`config.mk`:
```
export PLATFORM = sky130hd
export DESIGN_NAME = shift_nb_seq
export DESIGN_NICKNAME = d
export VERILOG_FILES = /design/src/rtl/shift_pkg.sv /design/src/rtl/shift_step.sv /design/src/rtl/shift_nb_seq.sv
export SDC_FILE = /design/constraint.sdc
export NUM_CORES = 1
export LEC_CHECK = 0
export CAP_MARGIN = 20
export CORE_AREA = 2 2 39 41
export CTS_CLUSTER_DIAMETER = 80
export DETAILED_ROUTE_END_ITERATION = 6
export DIE_AREA = 0 0 41 43
export MAX_ROUTING_LAYER = met4
export PLACE_DENSITY = 0.79
export SKIP_LAST_GASP = 1
export SYNTH_ARGS = -nofsm -noshare
export SYNTH_HDL_FRONTEND = slang
export SYNTH_SLANG_ARGS = --single-unit
export TNS_END_PERCENT = 10
```
`constraint.sdc`:
```
create_clock -name clk -period 3.3 [get_ports clk]
set_input_delay 0.66 -clock clk [delete_from_list [all_inputs] [get_ports clk]]
set_output_delay 0.66 -clock clk [all_outputs]
set_load 0.005 [all_outputs]
```
`src/rtl/shift_pkg.sv`:
```
// Shared encodings for the sequential shift unit: operation modes and FSM states.
package shift_pkg;

  localparam logic [1:0] MODE_LSL = 2'b00;
  localparam logic [1:0] MODE_LSR = 2'b01;
  localparam logic [1:0] MODE_ASR = 2'b10;
  localparam logic [1:0] MODE_ROR = 2'b11;

  localparam logic [1:0] ST_IDLE  = 2'd0;
  localparam logic [1:0] ST_SHIFT = 2'd1;
  localparam logic [1:0] ST_DONE  = 2'd2;

endpackage

```
`src/rtl/shift_step.sv`:
```
// One single-bit shift step: next register value and the bit leaving the register.
module shift_step
  import shift_pkg::*;
#(
  parameter int WIDTH = 4
) (
  input  logic [WIDTH-1:0] q,
  input  logic [1:0]       mode,
  output logic [WIDTH-1:0] next_q,
  output logic             out_bit
);

  // ROR reports the bit wrapped into the MSB, which is the old LSB
  always_comb begin
    next_q  = q;
    out_bit = 1'b0;
    case (mode)
      MODE_LSL: begin
        next_q  = {q[WIDTH-2:0], 1'b0};
        out_bit = q[WIDTH-1];
      end
      MODE_LSR: begin
        next_q  = {1'b0, q[WIDTH-1:1]};
        out_bit = q[0];
      end
      MODE_ASR: begin
        next_q  = {q[WIDTH-1], q[WIDTH-1:1]};
        out_bit = q[0];
      end
      MODE_ROR: begin
        next_q  = {q[0], q[WIDTH-1:1]};
        out_bit = q[0];
      end
      default: begin
        next_q  = q;
        out_bit = 1'b0;
      end
    endcase
  end

endmodule

```
`src/rtl/shift_nb_seq.sv`:
```
// Multi-cycle shift unit: latches an operand on start, shifts one bit per clock
// for the requested amount, then pulses done for one cycle with the result held in q.
module shift_nb_seq
  import shift_pkg::*;
#(
  parameter int WIDTH = 4,
  parameter int AMT_W = $clog2(WIDTH)
) (
  input  logic             clk,
  input  logic             rst,
  input  logic             start,
  input  logic [1:0]       mode,
  input  logic [WIDTH-1:0] load_val,
  input  logic [AMT_W-1:0] amount,
  output logic [WIDTH-1:0] q,
  output logic             serial_out,
  output logic             busy,
  output logic             done
);

  localparam logic [AMT_W-1:0] CNT_ZERO = AMT_W'(0);
  localparam logic [AMT_W-1:0] CNT_ONE  = AMT_W'(1);

  logic [1:0]       state_r;
  logic [1:0]       state_next_s;
  logic [WIDTH-1:0] q_r;
  logic             serial_r;
  logic [AMT_W-1:0] count_r;
  logic [1:0]       mode_r;
  logic [WIDTH-1:0] step_q_s;
  logic             step_bit_s;
  logic             busy_s;
  logic             done_s;

  shift_step #(
    .WIDTH(WIDTH)
  ) u_step (
    .q       (q_r),
    .mode    (mode_r),
    .next_q  (step_q_s),
    .out_bit (step_bit_s)
  );

  // State register
  always_ff @(posedge clk or posedge rst) begin
    if (rst) begin
      state_r <= ST_IDLE;
    end else begin
      state_r <= state_next_s;
    end
  end

  // Next-state logic; SHIFT exits on count==1 so the counter never wraps
  always_comb begin
    state_next_s = ST_IDLE;
    case (state_r)
      ST_IDLE: begin
        if (start) begin
          state_next_s = (amount != CNT_ZERO) ? ST_SHIFT : ST_DONE;
        end else begin
          state_next_s = ST_IDLE;
        end
      end
      ST_SHIFT: begin
        if (count_r == CNT_ONE) begin
          state_next_s = ST_DONE;
        end else begin
          state_next_s = ST_SHIFT;
        end
      end
      ST_DONE:  state_next_s = ST_IDLE;
      default:  state_next_s = ST_IDLE;
    endcase
  end

  // Datapath registers: load on accepted start, step while shifting, hold otherwise
  always_ff @(posedge clk or posedge rst) begin
    if (rst) begin
      q_r      <= '0;
      serial_r <= 1'b0;
      count_r  <= CNT_ZERO;
      mode_r   <= MODE_LSL;
    end else begin
      case (state_r)
        ST_IDLE: begin
          if (start) begin
            q_r      <= load_val;
            serial_r <= 1'b0;
            count_r  <= amount;
            mode_r   <= mode;
          end
        end
        ST_SHIFT: begin
          q_r      <= step_q_s;
          serial_r <= step_bit_s;
          count_r  <= count_r - CNT_ONE;
        end
        default: begin
          q_r      <= q_r;
          serial_r <= serial_r;
          count_r  <= count_r;
          mode_r   <= mode_r;
        end
      endcase
    end
  end

  // Status outputs decoded from the registered state only
  always_comb begin
    busy_s = 1'b0;
    done_s = 1'b0;
    case (state_r)
      ST_SHIFT: busy_s = 1'b1;
      ST_DONE:  done_s = 1'b1;
      default: begin
        busy_s = 1'b0;
        done_s = 1'b0;
      end
    endcase
  end

  assign q          = q_r;
  assign serial_out = serial_r;
  assign busy       = busy_s;
  assign done       = done_s;

endmodule
```
### Word level (Yosys, flattened, before mapping)

Cells that the tools add are included.
W data, S select, Z words.

| operators by class | value |
|---|---|
| $lt $le $gt $ge | 0 |
| reductions and logical operators | 8 |
| add/subtract/negate cells | 1 |
| muxes and demuxes | 14 |
| bitwise operators | 0 |
| shift-type cells | 0 |
| equal/unequal tests | 8 |
| divide/modulo/power cells | 0 |
| multiply operators | 0 |

Operators by type and width:

| kind | count |
|---|---|
| $pmux W4 S4 | 1 |
| $mux W2 | 4 |
| $pmux W2 S2 | 2 |
| $pmux W4 S2 | 1 |
| $eq A2 B1 Y1 const B | 3 |
| $eq A2 B2 Y1 const B | 3 |
| $logic_not A2 Y1 | 2 |
| $mux W4 | 1 |
| $ne A2 B2 Y1 const B | 2 |
| $pmux W1 S2 | 2 |
| $reduce_and A2 Y1 | 2 |
| $reduce_bool A2 Y1 | 2 |
| $mux W1 | 3 |
| $reduce_and A3 Y1 | 1 |
| $reduce_or A3 Y1 | 1 |
| $sub A2 B1 Y2 const B | 1 |

| word-level totals | value |
|---|---|
| flip-flop bits (word level) | 11 |
| input bits | 11 |
| memories kept | 0 |
| memory bits (writable) | 0 |
| bits in read-only memories | 0 |
| word-level logic and storage cells | 37 |
| output and inout port bits | 7 |
| bits in latches | 0 |

### Depth between registers and ports, before layout

| depth | value |
|---|---|
| word-level depth | 4 |
| mapped depth | 5 |

### Cells and area by module

Synthesis repeated with hierarchy kept, for this count alone.

| second synthesis, totals | value |
|---|---|
| cell total of the unflattened synthesis | 63 |
| area, all modules | 663.1 um^2 |

Modules (own cells, without submodules):

| module | cells an instance | area an instance (um^2) | seq. area each (um^2) | instances |
|---|---|---|---|---|
| shift_nb_seq | 55 | 580.6 | 275.3 | 1 |
| shift_step | 8 | 82.6 | 0.0 | 1 |

### Worst setup path after synthesis

Ideal clock, no wire load.

| timing | value |
|---|---|
| kind | in2reg |
| start point | input start |
| end point | register mode_r[0] |
| path slack | 1890 ps |
| arrival time | 1282 ps |
| library setup time | 127 ps |
| buffers on the path | 0 |
| stages | 3 |
| path through | nor2b_2 and2b_4 mux2_1 |

| on the way | value |
|---|---|
| longest elaborated chain between the ends | 1 |

Ends and longest elaborated chain:

| what | RTL line | text |
|---|---|---|
| start: declaration | shift_nb_seq.sv:11 | `input logic start,` |
| $reduce_and A2 Y1 (no line) | n/a |  |
| end signal: assignment | shift_nb_seq.sv:90 | `mode_r <= mode;` |
| end signal: assignment | shift_nb_seq.sv:102 | `mode_r <= mode_r;` |
| end: declaration | shift_nb_seq.sv:29 | `logic [1:0] mode_r;` |

Every way passes these cells.
A chain may end at the register's enable or synchronous reset.

### Worst setup path in the final report

| timing | value |
|---|---|
| start point | register state_r[0] |
| end point | output busy |

| on the way | value |
|---|---|
| longest elaborated chain between the ends | 2 |

Ends and longest elaborated chain:

| what | RTL line | text |
|---|---|---|
| start: declaration | shift_nb_seq.sv:24 | `logic [1:0] state_r;` |
| start signal: assignment | shift_nb_seq.sv:49 | `state_r <= state_next_s;` |
| $eq A2 B1 Y1 | shift_nb_seq.sv:112 | `case (state_r)` |
| $mux W1 | shift_nb_seq.sv:112 |  |
| end: declaration | shift_nb_seq.sv:17 | `output logic busy,` |

Every way passes these cells.

==> impl_metrics.ini <==
[floorplan]
num_rows = 14
die_w_um = 41
die_h_um = 43
ios = 18
core_area_um2 = 1380
start_util_pct = 44.9
die-area_um2 = 1760

[yosys]
yosys_warnings = 0
synth_top_area_share_pct = 44.3
synth_cells = 61
synth_seq_cells = 11
syn-cell-area_um2 = 622
syn_area_per_cell_um2 = 10.2
synthDistinctLibCells = 29
synth_nets = 73
synth_seq_area_share_pct = 44.3
synth_area_leader_cell = dfrtp_1
synthTopCellsByArea = dfrtp_1, o21ai_1, mux2_1

[place]
pre_cts_slack_ns = 1.27
gp_congestion = 0.808
io_buffers = 17

[setup_path]
crit_type = reg -> out
cp.arrival_ns = 1.58
critPathRequiredTime_ns = 2.64
cp-start-kind = register
path_cells = nand2b_4, inv_2, clkdlybuf4s50_1
endpoint_kind = output pin
cp_slowest_cell = dfrtp_1
critical_path.top_delay_family = buffers and inverters
crit_buf_inv = 2
max_stage_delay_ns = 0.57
crit_fanout = 10

[pwr]
power_leakage_nw = 0.359
seqPwrFrac_pct = 38.4
switching_share_pct = 38.7
power.density_nw_per_um2 = 912
switching_power_mw = 0.293
p_comb_share_pct = 48.8
intPower_mw = 0.465
clock_power_share_pct = 12.8
ir_worst_vdd_mv = 0.428

[global_route]
overflow = 0
grt_pass1_wl_um = 1930
grt.total_usage_pct = 16.7
antenna_found_initial = 0
grt_pass1_vias = 453
grt_max_degree = 12

[finish]
area_growth_syn_to_layout_pct = 33.6
drive_above_1_share_pct = 13.6
diodes = 0
regArea_um2 = 275
multiInputGateArea_um2 = 328
fill_cells = 136
nets = 94

[routing]
totalWireLength_um = 1190
wire_per_inst_um = 12.3
drt_iter0_markers = 4
drc_errors = 0
vias = 513
ant_nets = 0
first_pass_iters = 4
routed_via_density = 5.29

[sta]
max_freq_mhz = 447
worst_pin_slew_ns = 0.461
fin_worst_skew_ns = 0.00139
post-route-period-util_pct = 67.8
period_needed_ns = 2.24
final_hold_viol_count = 0
maxSlewViolCount = 0
slew_headroom_pct = 69.3
timing.setup.tns_ns = 0
fin_ws_ns = 1.06
rsz0062_at_grt = no
setup_viol = 0

[clock_tree]
cts_setup_buffers = 0
cts_resized = 0
cts_tree = yes
htree_levels = 1
cts.sinks = 11
hold_buffers = 0
cts_buffer_depth = 2
cts_root_buf = clkbuf_4
path_clk_slew_ns = 0.07
clock_latency_ns = 0.28
numCtsBuffers = 3

[hold_path]
min_path_type = reg -> reg

[run]
max_cap_viol_count = 0

[run_status]
status = completed
-- layout by cell type, fill, tap and decap left out, types with 2 or more instances in the layout --
cell	synthesis	routed
a21oi_1	2	2
a211oi_1	2	2
clkbuf_4	0	3
dfrtp_1	11	11
nand2_1	5	5
clkdlybuf4s50_1	0	17
a22oi_1	2	2
mux2_1	2	2
mux2i_1	2	2
o21a_1	3	3
inv_1	2	2
o21ai_1	5	5
nor2b_1	2	2
o31ai_1	2	2
nor2_1	5	5
-- cell usage after synthesis --
cell / instances
a211oi_2: 1
nor2_2: 1
o21bai_2: 1
nor2_1: 5
inv_1: 2
ha_1: 1
mux2_1: 2
nor3_1: 1
a211oi_1: 2
and3_1: 1
and2b_4: 1
nand2b_4: 1
nor2b_2: 1
dfrtp_1: 11
o41ai_2: 1
o31ai_1: 2
a21o_1: 1
o21bai_1: 1
o21a_1: 3
nand2_1: 5
mux2i_1: 2
and3b_1: 1
o21ai_1: 5
buf_4: 1
nor2b_1: 2
nand2b_1: 1
a21oi_1: 2
inv_2: 1
a22oi_1: 2
-- layout make-up --
class / instances / share of cell area [%]
Clock buffer: 4 / 3.16
Inverter: 3 / 1.36
Multi-Input combinational cell: 46 / 39.5
Sequential cell: 11 / 33.1
Tap cell: 16 / 2.41
Timing Repair Buffer: 17 / 20.5
-- sequential cells by signal, indices dropped and copies added (netlist names) --
| register | cells |
|---|---|
| count_r | 2 |
| mode_r | 2 |
| q | 4 |
| serial_out | 1 |
| state_r | 2 |
-- power by group through the flow --
stage	Combinational (mW)	Clock, mW	Sequential [mW]
6_report	0.370	0.0971	0.291
3_3_place_gp	0.365	0	0.291
2_1_floorplan	0.267	0	0.262
4_1_cts	0.375	0.0985	0.291
3_5_place_dp	0.373	0	0.294
5_1_grt	0.410	0.105	0.303
-- through the flow --
stage,cell area (um2),instances,power (mW),hold WS (ns),util [%]
3_5_place_dp,805,93,0.667,0.483,58.1
6_report,831,97,0.758,0.495,60.0
3_3_place_gp,805,93,0.656,0.472,58.1
5_1_grt,831,97,0.818,0.540,60.0
4_1_cts,831,97,0.764,0.500,60.0
2_1_floorplan,622,61,0.530,0.456,-
-- worst reg2reg max path, stage by stage (launching register included) --
cell and delay [ns]:
dfrtp_1 0.51, nor2b_2 0.23, and2b_4 0.18, mux2_1 0.31
-- path summary, 6_finish.rpt --
| path | slack [ns] | from | endpoint | cells after the start |
|---|---|---|---|---|
| worst min-delay path | 0.50 | serial_out | serial_out | 2 |
| worst max register to register | 1.95 | state_r[0] | mode_r[0] | 3 |
| min in group asynchronous | 0.66 | rst | count_r[1] | 2 |
| worst max-delay path | 1.06 | state_r[0] | busy | 3 |
| worst min register to register | 0.50 | serial_out | serial_out | 2 |
| max in group asynchronous | 2.35 | rst | q[2] | 2 |
-- cells by family after synthesis --
family	share of synthesized area, %
adders and majority gates	2.01
DFF	44.3
muxes	6.84
and+or+nand+nor	18.5
AOI/OAI and AO/OA	25.4
buffers and inverters	3.02
-- metal layers --
metal / up-vias / share of wire, % / track usage [%]
li1: 263 / - / -
met4: 0 / 3.0 / 12.0
met1: 234 / 50 / 24.2
met3: 5 / 2.8 / 1.57
met5: - / 0 / -
met2: 11 / 44 / 20.9
No activity file was read; power rests on OpenSTA's default activity.
